--- config.mk ---
export PLATFORM = sky130hd
export DESIGN_NAME = pong_match_ctrl
export DESIGN_NICKNAME = d
export VERILOG_FILES = /design/src/rtl/pong_pkg.sv /design/src/rtl/pong_tick_counter.sv /design/src/rtl/pong_match_ctrl.sv
export SDC_FILE = /design/constraint.sdc
export NUM_CORES = 1
export LEC_CHECK = 0
export ABC_CLOCK_PERIOD_IN_PS = 2300
export BUFFER_PORTS_ARGS = -buffer_cell sky130_fd_sc_hd__buf_2
export CORE_MARGIN = 1.5
export CORE_UTILIZATION = 50
export DETAILED_ROUTE_END_ITERATION = 8
export PLACE_DENSITY = 0.77
export RECOVER_POWER = 25
export SETUP_SLACK_MARGIN = 0.5
export SLEW_MARGIN = 25
export SYNTH_ARGS = -nofsm -noshare
export SYNTH_HDL_FRONTEND = slang
export SYNTH_SLANG_ARGS = --single-unit
--- constraint.sdc ---
create_clock -name Clk -period 2.3 [get_ports Clk]
set_input_delay 0.345 -clock Clk [delete_from_list [all_inputs] [get_ports Clk]]
set_output_delay 0.345 -clock Clk [all_outputs]
set_load 0.02 [all_outputs]
--- src/rtl/pong_pkg.sv ---
// Shared definitions for the Pong match sequencer: state codes and score/level limits.
package pong_pkg;

  localparam int SCORE_W = 4;
  localparam int LEVEL_W = 4;
  localparam logic [LEVEL_W-1:0] LEVEL_MIN    = 4'd1;
  localparam logic [LEVEL_W-1:0] LEVEL_MAX_HW = 4'd10;

  typedef enum logic [2:0] {
    ST_IDLE  = 3'd0,
    ST_SERVE = 3'd1,
    ST_RALLY = 3'd2,
    ST_POINT = 3'd3,
    ST_OVER  = 3'd4
  } state_t;

endpackage

--- src/rtl/pong_tick_counter.sv ---
// Counts game-time Tick pulses since the last clear; done flags the Tick that reaches term.
module pong_tick_counter (
  input  logic       Clk,
  input  logic       Rst_n,
  input  logic       clr,
  input  logic       tick,
  input  logic [3:0] term,
  output logic       done
);

  logic [3:0] cnt;

  always_ff @(posedge Clk or negedge Rst_n) begin
    if (!Rst_n)    cnt <= 4'd0;
    else if (clr)  cnt <= 4'd0;
    else if (tick) cnt <= cnt + 4'd1;
  end

  // Combinational so the owning state can leave on the very next Clk.
  assign done = tick && (cnt == term - 4'd1);

endmodule

--- src/rtl/pong_match_ctrl.sv ---
// Pong match sequencer: serve delay, rally with hit-driven speed level, point pause, game over.
module pong_match_ctrl
  import pong_pkg::*;
#(
  parameter int unsigned SERVE_TICKS    = 3,
  parameter int unsigned PAUSE_TICKS    = 2,
  parameter int unsigned WIN_SCORE      = 9,
  parameter int unsigned HITS_PER_LEVEL = 4,
  parameter int unsigned MAX_LEVEL      = 10
) (
  input  logic         Clk,
  input  logic         Rst_n,
  input  logic         Tick,
  input  logic         Start,
  input  logic         Abort,
  input  logic         Hit_l,
  input  logic         Hit_r,
  input  logic         Miss_l,
  input  logic         Miss_r,
  output logic [3:0]   Score_l,
  output logic [3:0]   Score_r,
  output logic [3:0]   Level,
  output logic         Ball_en,
  output logic         Ball_load,
  output logic         Serve_dir,
  output logic         Game_over,
  output logic         Winner,
  output logic [2:0]   State
);

  localparam logic [3:0] SERVE_T = 4'(SERVE_TICKS);
  localparam logic [3:0] PAUSE_T = 4'(PAUSE_TICKS);
  localparam logic [3:0] WIN     = 4'(WIN_SCORE);
  localparam logic [3:0] HPL     = 4'(HITS_PER_LEVEL);
  localparam logic [3:0] MAX_LV  = (4'(MAX_LEVEL) > LEVEL_MAX_HW) ? LEVEL_MAX_HW : 4'(MAX_LEVEL);

  state_t     state_q, state_d;
  logic [3:0] score_l_q, score_l_d, score_r_q, score_r_d;
  logic [3:0] level_q, level_d, hits_q, hits_d;
  logic       dir_q, dir_d;
  logic       ball_en_q, ball_load_q, game_over_q, winner_q;
  logic       tick_clr, tick_done;
  logic [3:0] tick_term;

  // Counter restarts on every state change, so a Tick on a transition is never carried over.
  assign tick_clr  = (state_d != state_q) || !((state_q == ST_SERVE) || (state_q == ST_POINT));
  assign tick_term = (state_q == ST_SERVE) ? SERVE_T : PAUSE_T;

  pong_tick_counter u_tick_cnt (
    .Clk   (Clk),
    .Rst_n (Rst_n),
    .clr   (tick_clr),
    .tick  (Tick),
    .term  (tick_term),
    .done  (tick_done)
  );

  always_ff @(posedge Clk or negedge Rst_n) begin
    if (!Rst_n) state_q <= ST_IDLE;
    else        state_q <= state_d;
  end

  always_comb begin
    state_d   = state_q;
    score_l_d = score_l_q;
    score_r_d = score_r_q;
    level_d   = level_q;
    hits_d    = hits_q;
    dir_d     = dir_q;
    if (Abort) begin
      state_d   = ST_IDLE;
      score_l_d = 4'd0;
      score_r_d = 4'd0;
      level_d   = 4'd0;
      hits_d    = 4'd0;
      dir_d     = 1'b0;
    end else begin
      case (state_q)
        ST_IDLE, ST_OVER: begin
          if (Start) begin
            state_d   = ST_SERVE;
            score_l_d = 4'd0;
            score_r_d = 4'd0;
            level_d   = LEVEL_MIN;
            hits_d    = 4'd0;
            dir_d     = 1'b1;
          end
        end
        ST_SERVE: begin
          if (tick_done) state_d = ST_RALLY;
        end
        ST_RALLY: begin
          // A miss ends the rally and swallows any hit reported in the same cycle.
          if (Miss_l && Miss_r) begin
            state_d = ST_POINT;
          end else if (Miss_l) begin
            state_d   = ST_POINT;
            score_r_d = score_r_q + 4'd1;
            dir_d     = 1'b0;
          end else if (Miss_r) begin
            state_d   = ST_POINT;
            score_l_d = score_l_q + 4'd1;
            dir_d     = 1'b1;
          end else if (Hit_l || Hit_r) begin
            if (hits_q == HPL - 4'd1) begin
              hits_d  = 4'd0;
              level_d = (level_q >= MAX_LV) ? MAX_LV : level_q + 4'd1;
            end else begin
              hits_d  = hits_q + 4'd1;
            end
          end
        end
        ST_POINT: begin
          if (tick_done) begin
            if ((score_l_q == WIN) || (score_r_q == WIN)) begin
              state_d = ST_OVER;
            end else begin
              state_d = ST_SERVE;
              level_d = LEVEL_MIN;
              hits_d  = 4'd0;
            end
          end
        end
        default: begin
          state_d   = ST_IDLE;
          score_l_d = 4'd0;
          score_r_d = 4'd0;
          level_d   = 4'd0;
          hits_d    = 4'd0;
          dir_d     = 1'b0;
        end
      endcase
    end
  end

  // Outputs are registered from next-state values so they line up with State.
  always_ff @(posedge Clk or negedge Rst_n) begin
    if (!Rst_n) begin
      score_l_q   <= 4'd0;
      score_r_q   <= 4'd0;
      level_q     <= 4'd0;
      hits_q      <= 4'd0;
      dir_q       <= 1'b0;
      ball_en_q   <= 1'b0;
      ball_load_q <= 1'b0;
      game_over_q <= 1'b0;
      winner_q    <= 1'b0;
    end else begin
      score_l_q   <= score_l_d;
      score_r_q   <= score_r_d;
      level_q     <= level_d;
      hits_q      <= hits_d;
      dir_q       <= dir_d;
      ball_en_q   <= (state_d == ST_RALLY);
      ball_load_q <= (state_d == ST_SERVE) && (state_q != ST_SERVE);
      game_over_q <= (state_d == ST_OVER);
      winner_q    <= (state_d == ST_OVER) && (score_r_d == WIN);
    end
  end

  assign Score_l   = score_l_q;
  assign Score_r   = score_r_q;
  assign Level     = level_q;
  assign Ball_en   = ball_en_q;
  assign Ball_load = ball_load_q;
  assign Serve_dir = dir_q;
  assign Game_over = game_over_q;
  assign Winner    = winner_q;
  assign State     = state_q;

endmodule

### Word-level counts from Yosys, hierarchy flattened

Cells that the tools add are included.
Widths: inputs -> output; s select.

* flip-flop bits (word level): 28
* bits in latches: 0
* RAM bits: 0
* bits in read-only memories: 0
* input bits: 9
* output and inout bits: 20
* word-level logic and storage cells: 110
* memories: 0

* add/subtract/negate cells: 6
* multipliers: 0
* divide/modulo/power cells: 0
* magnitude comparators: 1
* equal/unequal tests: 26
* shift operators: 0
* multiplexer cells: 49
* bitwise gates (word level): 0
* reduce and logical (&&, ||, !) cells: 17

Operator list (number)
* $mux 4: 29
* $pmux 4 s4: 2
* $ne 3x3->1 const B: 9
* $mux 3: 8
* $pmux 4 s3: 2
* $add 4x1->4 const B: 5
* $eq 4x4->1 const B: 3
* $pmux 3 s4: 1
* $eq 3x2->1 const B: 3
* $reduce_and 9->1: 1
* $reduce_and 8->1: 1
* $eq 3x1->1 const B: 2
* $eq 3x3->1 const B: 2
* $mux 1: 6
* $reduce_and 5->1: 1
* $eq 4x2->1 const B: 1
* $eq 4x4->1: 1
* $ge 4x4->1 const B: 1
* $logic_and 1x1->1: 4
* $logic_or 1x1->1: 4
* $ne 4x4->1 const B: 1
* $reduce_and 4->1: 1
* $reduce_or 2->1: 2
* $logic_not 3->1: 1
* 8 further kinds: 8

### Logic depth before layout (Yosys ltp)

Gate-level depths: netlist (run 1).

* word-level depth: 11
* gate-level depth with buffers: 7
* gate-level depth less buffers: 7

### Hierarchy

From an unflattened synthesis (run 1), not the netlist that was laid out.

* cell total of the unflattened synthesis: 184
* area, all modules: 1798.0 um^2

By module, submodules not included
* pong_match_ctrl: times used 1, cells an instance 158, area an instance 1527.7 um^2, seq. area each 600.6 um^2
* pong_tick_counter: times used 1, cells an instance 26, area an instance 270.3 um^2, seq. area each 100.1 um^2

### Worst setup path after synthesis (run 1)

OpenSTA, ideal clock, no wires.

* kind: register -> register
* start: register state_q[1], in the netlist State[1]
* end: register hits_q[0]
* setup time: 0.125 ns
* data arrival time: 1.798 ns
* required time: 2.175 ns
* slack: 0.377 ns
* cell stages (with the launch flop): 7
* buffers on the path: 1
* period minus slack after synthesis: 1.923 ns
* cells stage by stage: dfrtp_1 > buf_2 > and3b_1 > o21ai_1 > nand2_1 > a31oi_4 > mux2_2

* longest elaborated chain between the ends: 7
* elaborated cells on any way between the ends: 21
* those cells by class: add/sub: 1; eq/ne: 13; mux: 3; reduce/logical: 4

Ends and longest elaborated chain
* start: declaration: RTL line pong_match_ctrl.sv:37 `state_t state_q, state_d;`
* start signal: assignment: RTL line pong_match_ctrl.sv:60 `else state_q <= state_d;`
* $eq 3x1->1: RTL line pong_match_ctrl.sv:47, pong_match_ctrl.sv:78
* $mux 1: RTL line pong_match_ctrl.sv:47 `assign tick_term = (state_q == ST_SERVE) ? SERVE_T : PAUSE_T;`
* $sub 2x1->3: RTL line pong_tick_counter.sv:20 `assign done = tick && (cnt == term - 4'd1);`
* $eq 4x4->1: RTL line pong_tick_counter.sv:20
* $logic_and 1x1->1: RTL line pong_tick_counter.sv:20
* $ne 3x3->1 (no source line)
* $reduce_and 8->1 (no source line)
* end signal: assignment: RTL line pong_match_ctrl.sv:152 `hits_q <= hits_d;`
* end: declaration: RTL line pong_match_ctrl.sv:39 `logic [3:0] level_q, level_d, hits_q, hits_d;`

Parallel ways exist; a longest one is shown, timed or not.
A chain may end at the register's enable or synchronous reset.

### Worst setup path after layout (run 1)

* start: register state_q[2], in the netlist State[2]
* end: register winner_q, in the netlist Winner

* elaborated cells on any way between the ends: 24
* those cells by class: add/sub: 1; eq/ne: 7; mux: 11; reduce/logical: 5

RTL lines
* $eq 3x1->1, or another cell as far along: RTL line pong_match_ctrl.sv:78 `case (state_q)`
* $reduce_or 2->1 (on tied branches)
* $pmux 4 s3 *: RTL line pong_match_ctrl.sv:78
* $mux 4 *: RTL line pong_match_ctrl.sv:70 `if (Abort) begin`
* net score_r_d[0]: RTL line pong_match_ctrl.sv:38 `logic [3:0] score_l_q, score_l_d, score_r_q, score_r_d;`
* $eq 4x4->1 *: RTL line pong_match_ctrl.sv:157 `winner_q <= (state_d == ST_OVER) && (score_r_d == WIN);`
* $logic_and 1x1->1 *: RTL line pong_match_ctrl.sv:157
* end signal: assignment: RTL line pong_match_ctrl.sv:157
* end: declaration: RTL line pong_match_ctrl.sv:41 `logic ball_en_q, ball_load_q, game_over_q, winner_q;`

The timed path passes the listed nets; every way through them passes the cells marked *.

==> results of run 1 <==
-- state kept, by name, summed over array words and instances, names as in the netlist, 3 cells and up --
name and count:
Level 4, Score_l 4, State 3, u_tick_cnt.cnt 4, Score_r 4, hits_q 4
-- report_power, final --
| group | internal (mW) | switching [mW] |
|---|---|---|
| Combinational | 0.0804 | 0.116 |
| Sequential | 0.503 | 0.0125 |
| Clock | 0.0681 | 0.144 |
| Total | 0.651 | 0.272 |
-- final cells by class --
class	count	share of cell area (%)
Clock buffer	4	1.17
Inverter	8	1.34
Multi-Input combinational cell	147	48.4
Sequential cell	28	31.5
Tap cell	46	2.57
Timing Repair Buffer	52	15.0
-- cell families after synthesis --
group	Yosys count	synth area share, %
mux	4	2.37
fa+ha+maj	8	5.73
flops	28	40.1
simple gates	83	26.0
xor+xnor	5	2.51
buf+inv	16	3.66
compound gates	47	19.6
-- placed cells by master (no fill, tap or decap), drive strengths merged, types with 3 or more instances in the layout --
cell    instances
buf            51
nand4           4
clkbuf          5
ha              8
or2             3
a22oi           3
nor2b           7
or3             4
mux2i           3
nor2           19
o21ai           9
a31oi           5
a21oi           7
nor3            9
inv             8
nand2b          4
xor2            4
nand2          11
dfrtp          28
nand3           8
a21o            4
and3            3
-- per-stage QoR --
| step | cell area, um2 | setup WS, ns | hold WS, ns | power [mW] |
|---|---|---|---|---|
| after floorplan | 1750 | 0.468 | 0.0494 | 0.623 |
| final | 2240 | 0.418 | 0.320 | 0.924 |
| after detailed placement | 1940 | 0.357 | 0.401 | 0.672 |
| after CTS | 2030 | 0.427 | 0.0179 | 0.891 |
| after global placement | 1940 | 0.370 | 0.401 | 0.672 |
| after global routing | 2240 | 0.308 | 0.394 | 0.973 |
-- layer usage --
layer  global-route usage, %  up-vias
met2                    33.8       59
li1                        -      798
met3                    2.69       13
met4                    8.51        0
met1                    33.8      812
met5                       0        -
-- worst paths after layout --
check / start / endpoint / slack [ns] / cells past startpoint
worst max register to register: State[2] / Winner / 0.42 / 5
worst min-delay path: Rst_n / Score_l[2] / 0.32 / 1
worst max-delay path: State[2] / Winner / 0.42 / 5
worst min register to register: hits_q[3] / hits_q[3] / 0.50 / 1
max in group asynchronous: Rst_n / State[1] / 1.04 / 1
min in group Clk: Tick / u_tick_cnt.cnt[0] / 0.38 / 3
-- worst max-delay path: cells and delay by family, from the launching register on --
family / cells / cell delay (ns)
simple gates: 4 / 1.13
compound gates: 1 / 0.20
flops: 1 / 0.47
-- timing repair --
| action | 4_1_cts | 5_1_grt |
|---|---|---|
| pin swaps | 1 | 9 |
| endpoints found under the setup margin | 6 | 13 |
| setup buffers | 7 | 14 |
| resized for setup | 4 | 23 |
==> impl_summary.log, run 1 <==
[metrics] status: finished, final reports clean
[metrics] clk_skew: 0.0141 ns
[metrics] DRT Pass-1 Iters: 4
[metrics] synth unique cells: 52
[metrics] height of the chip: 62.1 um
[metrics] fin crit period: 1.88 ns
[metrics] endpoint required time on the critical path: 2.56 ns
[metrics] Clock Tree Root: sky130_fd_sc_hd__clkbuf_4
[metrics] drt wl/cell: 16.2 um
[metrics] core region area: 3340 um2
[metrics] non-filler cells, final: 285
[metrics] Setup Crit Path Kind: register to register
[metrics] Synth area leaders: sky130_fd_sc_hd__dfrtp_1 (40%), sky130_fd_sc_hd__ha_1 (5.7%), sky130_fd_sc_hd__nor2_1 (4.1%)
[metrics] cell row count: 21
[metrics] DPL Wire Length: 2.80 mm
[metrics] longest individual stage delay on the worst path: 0.47 ns
[metrics] accumulated negative setup slack: 0 ns
[metrics] global-route wire length before repair: 6.59 mm
[metrics] combined area of all synthesized cells: 1750 um2
[metrics] share of the synthesized area in the top cell type: 40.1%
[metrics] final estimated routing congestion in global placement: 0.801
[metrics] reported leakage power: 1.05 nW
[metrics] Max Freq: 0.531 GHz
[metrics] Slowest-stage cell, CP: sky130_fd_sc_hd__dfrtp_2
[metrics] pin count of the biggest net entering global routing: 29
[metrics] Sequential cell area: 706 um2
[metrics] biggest area consumer among synthesized cells: sky130_fd_sc_hd__dfrtp_1
[metrics] largest voltage drop on the vdd net: 0.255 mV
[metrics] antenna diode instance count: 0
[metrics] initial antenna violation count: 0
[metrics] max-slew violation count: 0
[metrics] number of buffers on the longest clock path: 2
[metrics] ratio of total power to cell area: 413 nW/um2
[metrics] unrepaired setup endpoints after global routing: yes
[metrics] Met3 Wirelength: 241 um
[metrics] DR WL met2: 2.18 mm
[metrics] Fill cells: 267
[metrics] wire length on met1: 2.09 mm
[metrics] Max-slew headroom: 3.09%
[metrics] number of H-tree levels: 1
[metrics] most repeated cell in the gate-level netlist after synthesis: sky130_fd_sc_hd__dfrtp_1
[metrics] uppermost layer routed: met4
[metrics] remaining number of nets flagged by the antenna check after routing: 0
[metrics] clock tree from TritonCTS: yes
[metrics] io pins: 29
[metrics] Post-Syn Instances: 191
[metrics] final setup fails: 0
[metrics] Worst Setup End Kind: register
[metrics] wire length reported by the detailed router: 4.62 mm
[metrics] starting utilization of the core area: 52.3%
[metrics] overall global routing resource usage: 22.7%
[metrics] average via count per standard cell: 5.90
[metrics] Setup crit start kind: register
[metrics] global route overflow: 0
[metrics] worst-skew pair later-pin latency: 0.33 ns
[metrics] portion of the post-synthesis area used by sequential elements: 40.1%
[metrics] number of clock sinks seen by CTS: 28
[metrics] count of input and output buffers: 28
[metrics] Async S/R FF share, synth: 100%
[metrics] Commonest cells post-synth: sky130_fd_sc_hd__dfrtp_1 (28), sky130_fd_sc_hd__nor2_1 (19), sky130_fd_sc_hd__nand2_1 (11), sky130_fd_sc_hd__nor3_1 (9)
[metrics] count of synthesis-stage warnings from yosys: 0
[metrics] CTS Buf Count: 3
[metrics] area of the multi-input gates: 1080 um2
[metrics] total via count after detailed routing: 1682
[metrics] remaining routing DRC violations: 0
[metrics] floorplan die width: 62.1 um
[metrics] total count of hold-check failures in the final report: 0
[metrics] Clock Pin Slew Worst Setup and Hold Paths: 0.15 ns
[metrics] number of nets in the synthesized netlist: 208
[metrics] pin slew with the least headroom to its limit: 1.45 ns
[metrics] Yosys reg bits: 28
[metrics] via count of the first global-routing pass: 1413
[metrics] post-layout util: 67.1%
[metrics] Inst Count DP: 260
[metrics] share of final-layout standard cells stronger than drive strength 1: 34.3%
[metrics] violation count after the first detailed-route iteration: 113
[metrics] Die Area: 3850 um2
[metrics] Maximum Capacitance Violations: 0
[metrics] number of enable-type register cells in the synthesized netlist: 0
[metrics] syn avg cell area: 9.14 um2
[metrics] CP cell instances: or3b_4 > or3_1 > a31oi_2 > nand3_1 > nor4b_2
[metrics] worst min path class: input pin to async pin
[metrics] number of nets at the end of the flow: 257
[metrics] ys flop type: sky130_fd_sc_hd__dfrtp_1
[metrics] CP Data Arrival Time: 2.14 ns
[metrics] layout overhead on the synthesized area: 28.2%
[metrics] number of hold buffers added after CTS: 0
[metrics] fraction of the cycle the final worst path needs: 81.8%
[metrics] maximum fanout along the worst path: 4
No activity file was read; power rests on OpenSTA's default activity.
==> inputs of run 2 (changes only) <==
ABC_CLOCK_PERIOD_IN_PS = 1900   (was 2300)
clock period = 1.9 ns   (was 2.3 ns; I/O delays follow)
==> run 2 against run 1 <==
Effect of this change: the flow now finishes with violations (setup timing); sequential power increased by 21%; first-iteration DRC count increased by 66%; cell area increased by 24%; routed wire length increased by 41%; sequential cell count unchanged; critical path depth increased by 1; clock power increased by 30%; combinational power increased by 77%.
==> impl_summary.log, run 2 (synthesis results as in run 1) <==
[metrics] remaining number of nets flagged by the antenna check after routing: 0
[metrics] Fill cells: 178
[metrics] count of input and output buffers: 28
[metrics] internal cell power: 0.849 mW
[metrics] Clock Pin Slew Worst Setup and Hold Paths: 0.18 ns
[metrics] violation count after the first detailed-route iteration: 188
[metrics] area of the multi-input gates: 1320 um2
[metrics] number of H-tree levels: 1
[metrics] final setup fails: 1
[metrics] Worst Setup End Kind: register
[metrics] switching pwr: 0.400 mW
[metrics] clk_skew: 0.0234 ns
[metrics] core region area: 3340 um2
[metrics] Die Area: 3850 um2
[metrics] Sequential cell area: 709 um2
[metrics] floorplan die width: 62.1 um
[metrics] Clock Tree Root: sky130_fd_sc_hd__clkbuf_4
[metrics] CP cell instances: buf_6 > nor2b_2 > nand2_1 > or3_1 > o21ba_2 > a31oi_1
[metrics] height of the chip: 62.1 um
[metrics] Crit path max-delay family: simple AND/OR/NAND/NOR gates
[metrics] total count of hold-check failures in the final report: 0
[metrics] CP Data Arrival Time: 2.19 ns
[metrics] via count of the first global-routing pass: 1662
[metrics] most common cell after layout, fill and taps aside: sky130_fd_sc_hd__buf_4
[metrics] worst-skew pair later-pin latency: 0.34 ns
[metrics] CTS Buf Count: 3
[metrics] switching share of power: 32.0%
[metrics] accumulated negative setup slack: -0.0520 ns
[metrics] Max Freq: 0.512 GHz
[metrics] final worst-path setup slack: -0.0520 ns
[metrics] clock tree from TritonCTS: yes
[metrics] Slowest-stage cell, CP: sky130_fd_sc_hd__dfrtp_2
[metrics] io pins: 29
[metrics] overall global routing resource usage: 26.8%
[metrics] final estimated routing congestion in global placement: 0.928
[metrics] DPL Wire Length: 2.97 mm
[metrics] cell row count: 21
[metrics] maximum fanout along the worst path: 7
[metrics] violated checks: setup timing
[metrics] number of nets at the end of the flow: 287
[metrics] average via count per standard cell: 6.27
[metrics] share of final-layout standard cells stronger than drive strength 1: 55.0%
[metrics] Maximum Capacitance Violations: 0
[metrics] most used cells in the layout excluding fill and tap cells: sky130_fd_sc_hd__buf_4 (39), sky130_fd_sc_hd__buf_2 (23), sky130_fd_sc_hd__dfrtp_1 (21)
[metrics] fraction of the cycle the final worst path needs: 103%
[metrics] portion of total power attributed to the clock network: 22.0%
[metrics] number of clock sinks seen by CTS: 28
[metrics] starting utilization of the core area: 52.3%
[metrics] Flop pwr share: 50.0%
[metrics] layout overhead on the synthesized area: 59.4%
[metrics] ratio of total power to cell area: 449 nW/um2
[metrics] initial antenna violation count: 0
[metrics] wire length reported by the detailed router: 6.54 mm
[metrics] reported leakage power: 1.25 nW
[metrics] Setup crit start kind: register
[metrics] Post-Place Worst Slack: 0.0550 ns
[metrics] global route overflow: 0
[metrics] global-route wire length before repair: 7.65 mm
[metrics] Setup Crit Path Kind: register to register
[metrics] fin crit period: 1.95 ns
[metrics] total via count after detailed routing: 1974
[metrics] pin count of the biggest net entering global routing: 29
[metrics] Max-slew headroom: 52.6%
[metrics] part of the power in combinational logic: 27.9%
[metrics] drt wl/cell: 20.8 um
[metrics] number of buffers on the longest clock path: 2
[metrics] longest individual stage delay on the worst path: 0.47 ns
[metrics] remaining routing DRC violations: 0
[metrics] DRT Pass-1 Iters: 5
[metrics] antenna diode instance count: 0
[metrics] largest voltage drop on the vdd net: 0.332 mV
[metrics] endpoint required time on the critical path: 2.14 ns
[metrics] max-slew violation count: 0
[metrics] pin slew with the least headroom to its limit: 0.711 ns
[metrics] buffers plus inverters on the worst setup path: 1
[metrics] unrepaired setup endpoints after global routing: yes
[metrics] worst min path class: input pin to register
[metrics] status: complete, but fails checks
## run 2: cell types whose count changed in the layout (fill, tap and decap cells not counted), sizes merged
cell	change
buf	+29
dlygate4sd3	+1
## run 2: final timing paths
| path | start | to | slack, ns | depth (start not counted) |
|---|---|---|---|---|
| max | State[1] | hits_q[3] | -0.05 | 6 |
| min | Tick | u_tick_cnt.cnt[0] | 0.33 | 3 |
| max reg2reg | State[1] | hits_q[3] | -0.05 | 6 |
| min reg2reg | hits_q[1] | hits_q[1] | 0.58 | 2 |
| max in group asynchronous | Rst_n | Score_l[1] | 0.89 | 2 |
| min in group asynchronous | Rst_n | Winner | 0.49 | 2 |
## run 2: stage by stage
step	hold WS, ns	util (%)	power (mW)	std cells	instance area, um2
2_1_floorplan	-0.0106	-	0.766	191	1820
3_3_place_gp	0.338	62.9	0.850	273	2100
3_5_place_dp	0.339	62.9	0.851	273	2100
4_1_cts	0.270	72.3	1.15	300	2410
5_1_grt	0.338	83.4	1.29	315	2780
6_report	0.329	83.4	1.25	315	2780
## run 2: final cells by class
type                    count  share of cell area [%]
repair buffers             82                    22.9
multi-input cells         147                    47.5
flip-flops and latches     28                    25.5
clock buffers               4                   0.944
well taps                  46                    2.07
inverters                   8                    1.08
## run 2: power by group through the flow
stage	sequential, mW	combinational, mW	clock, mW
floorplan	0.645	0.121	0
global placement	0.633	0.217	0
detailed placement	0.633	0.218	0
CTS	0.622	0.268	0.264
global route	0.626	0.367	0.294
finish	0.625	0.349	0.275
## run 2: timing repair
item                                    CTS  global route
resized for setup                        29            55
buffers inserted                         22            15
pin swaps                                18            21
hold buffers                              1             0
hold endpoints to repair                 28             0
endpoints found under the setup margin   31            32
## run 2: metal layers
metal / track usage [%] / vias up / routed length [um]
li1: - / 856 / -
met5: 0 / - / 0
met1: 34.9 / 967 / 2700
met2: 46.1 / 130 / 3190
met3: 3.73 / 21 / 460
met4: 7.90 / 0 / 195
## run 2: worst register-to-register path: cells and delay by family (launching register included)
kind	cells	cell delay (ns)
and+or+nand+nor	3	0.76
DFF	1	0.47
AOI/OAI and AO/OA	2	0.46
buffers and inverters	1	0.15
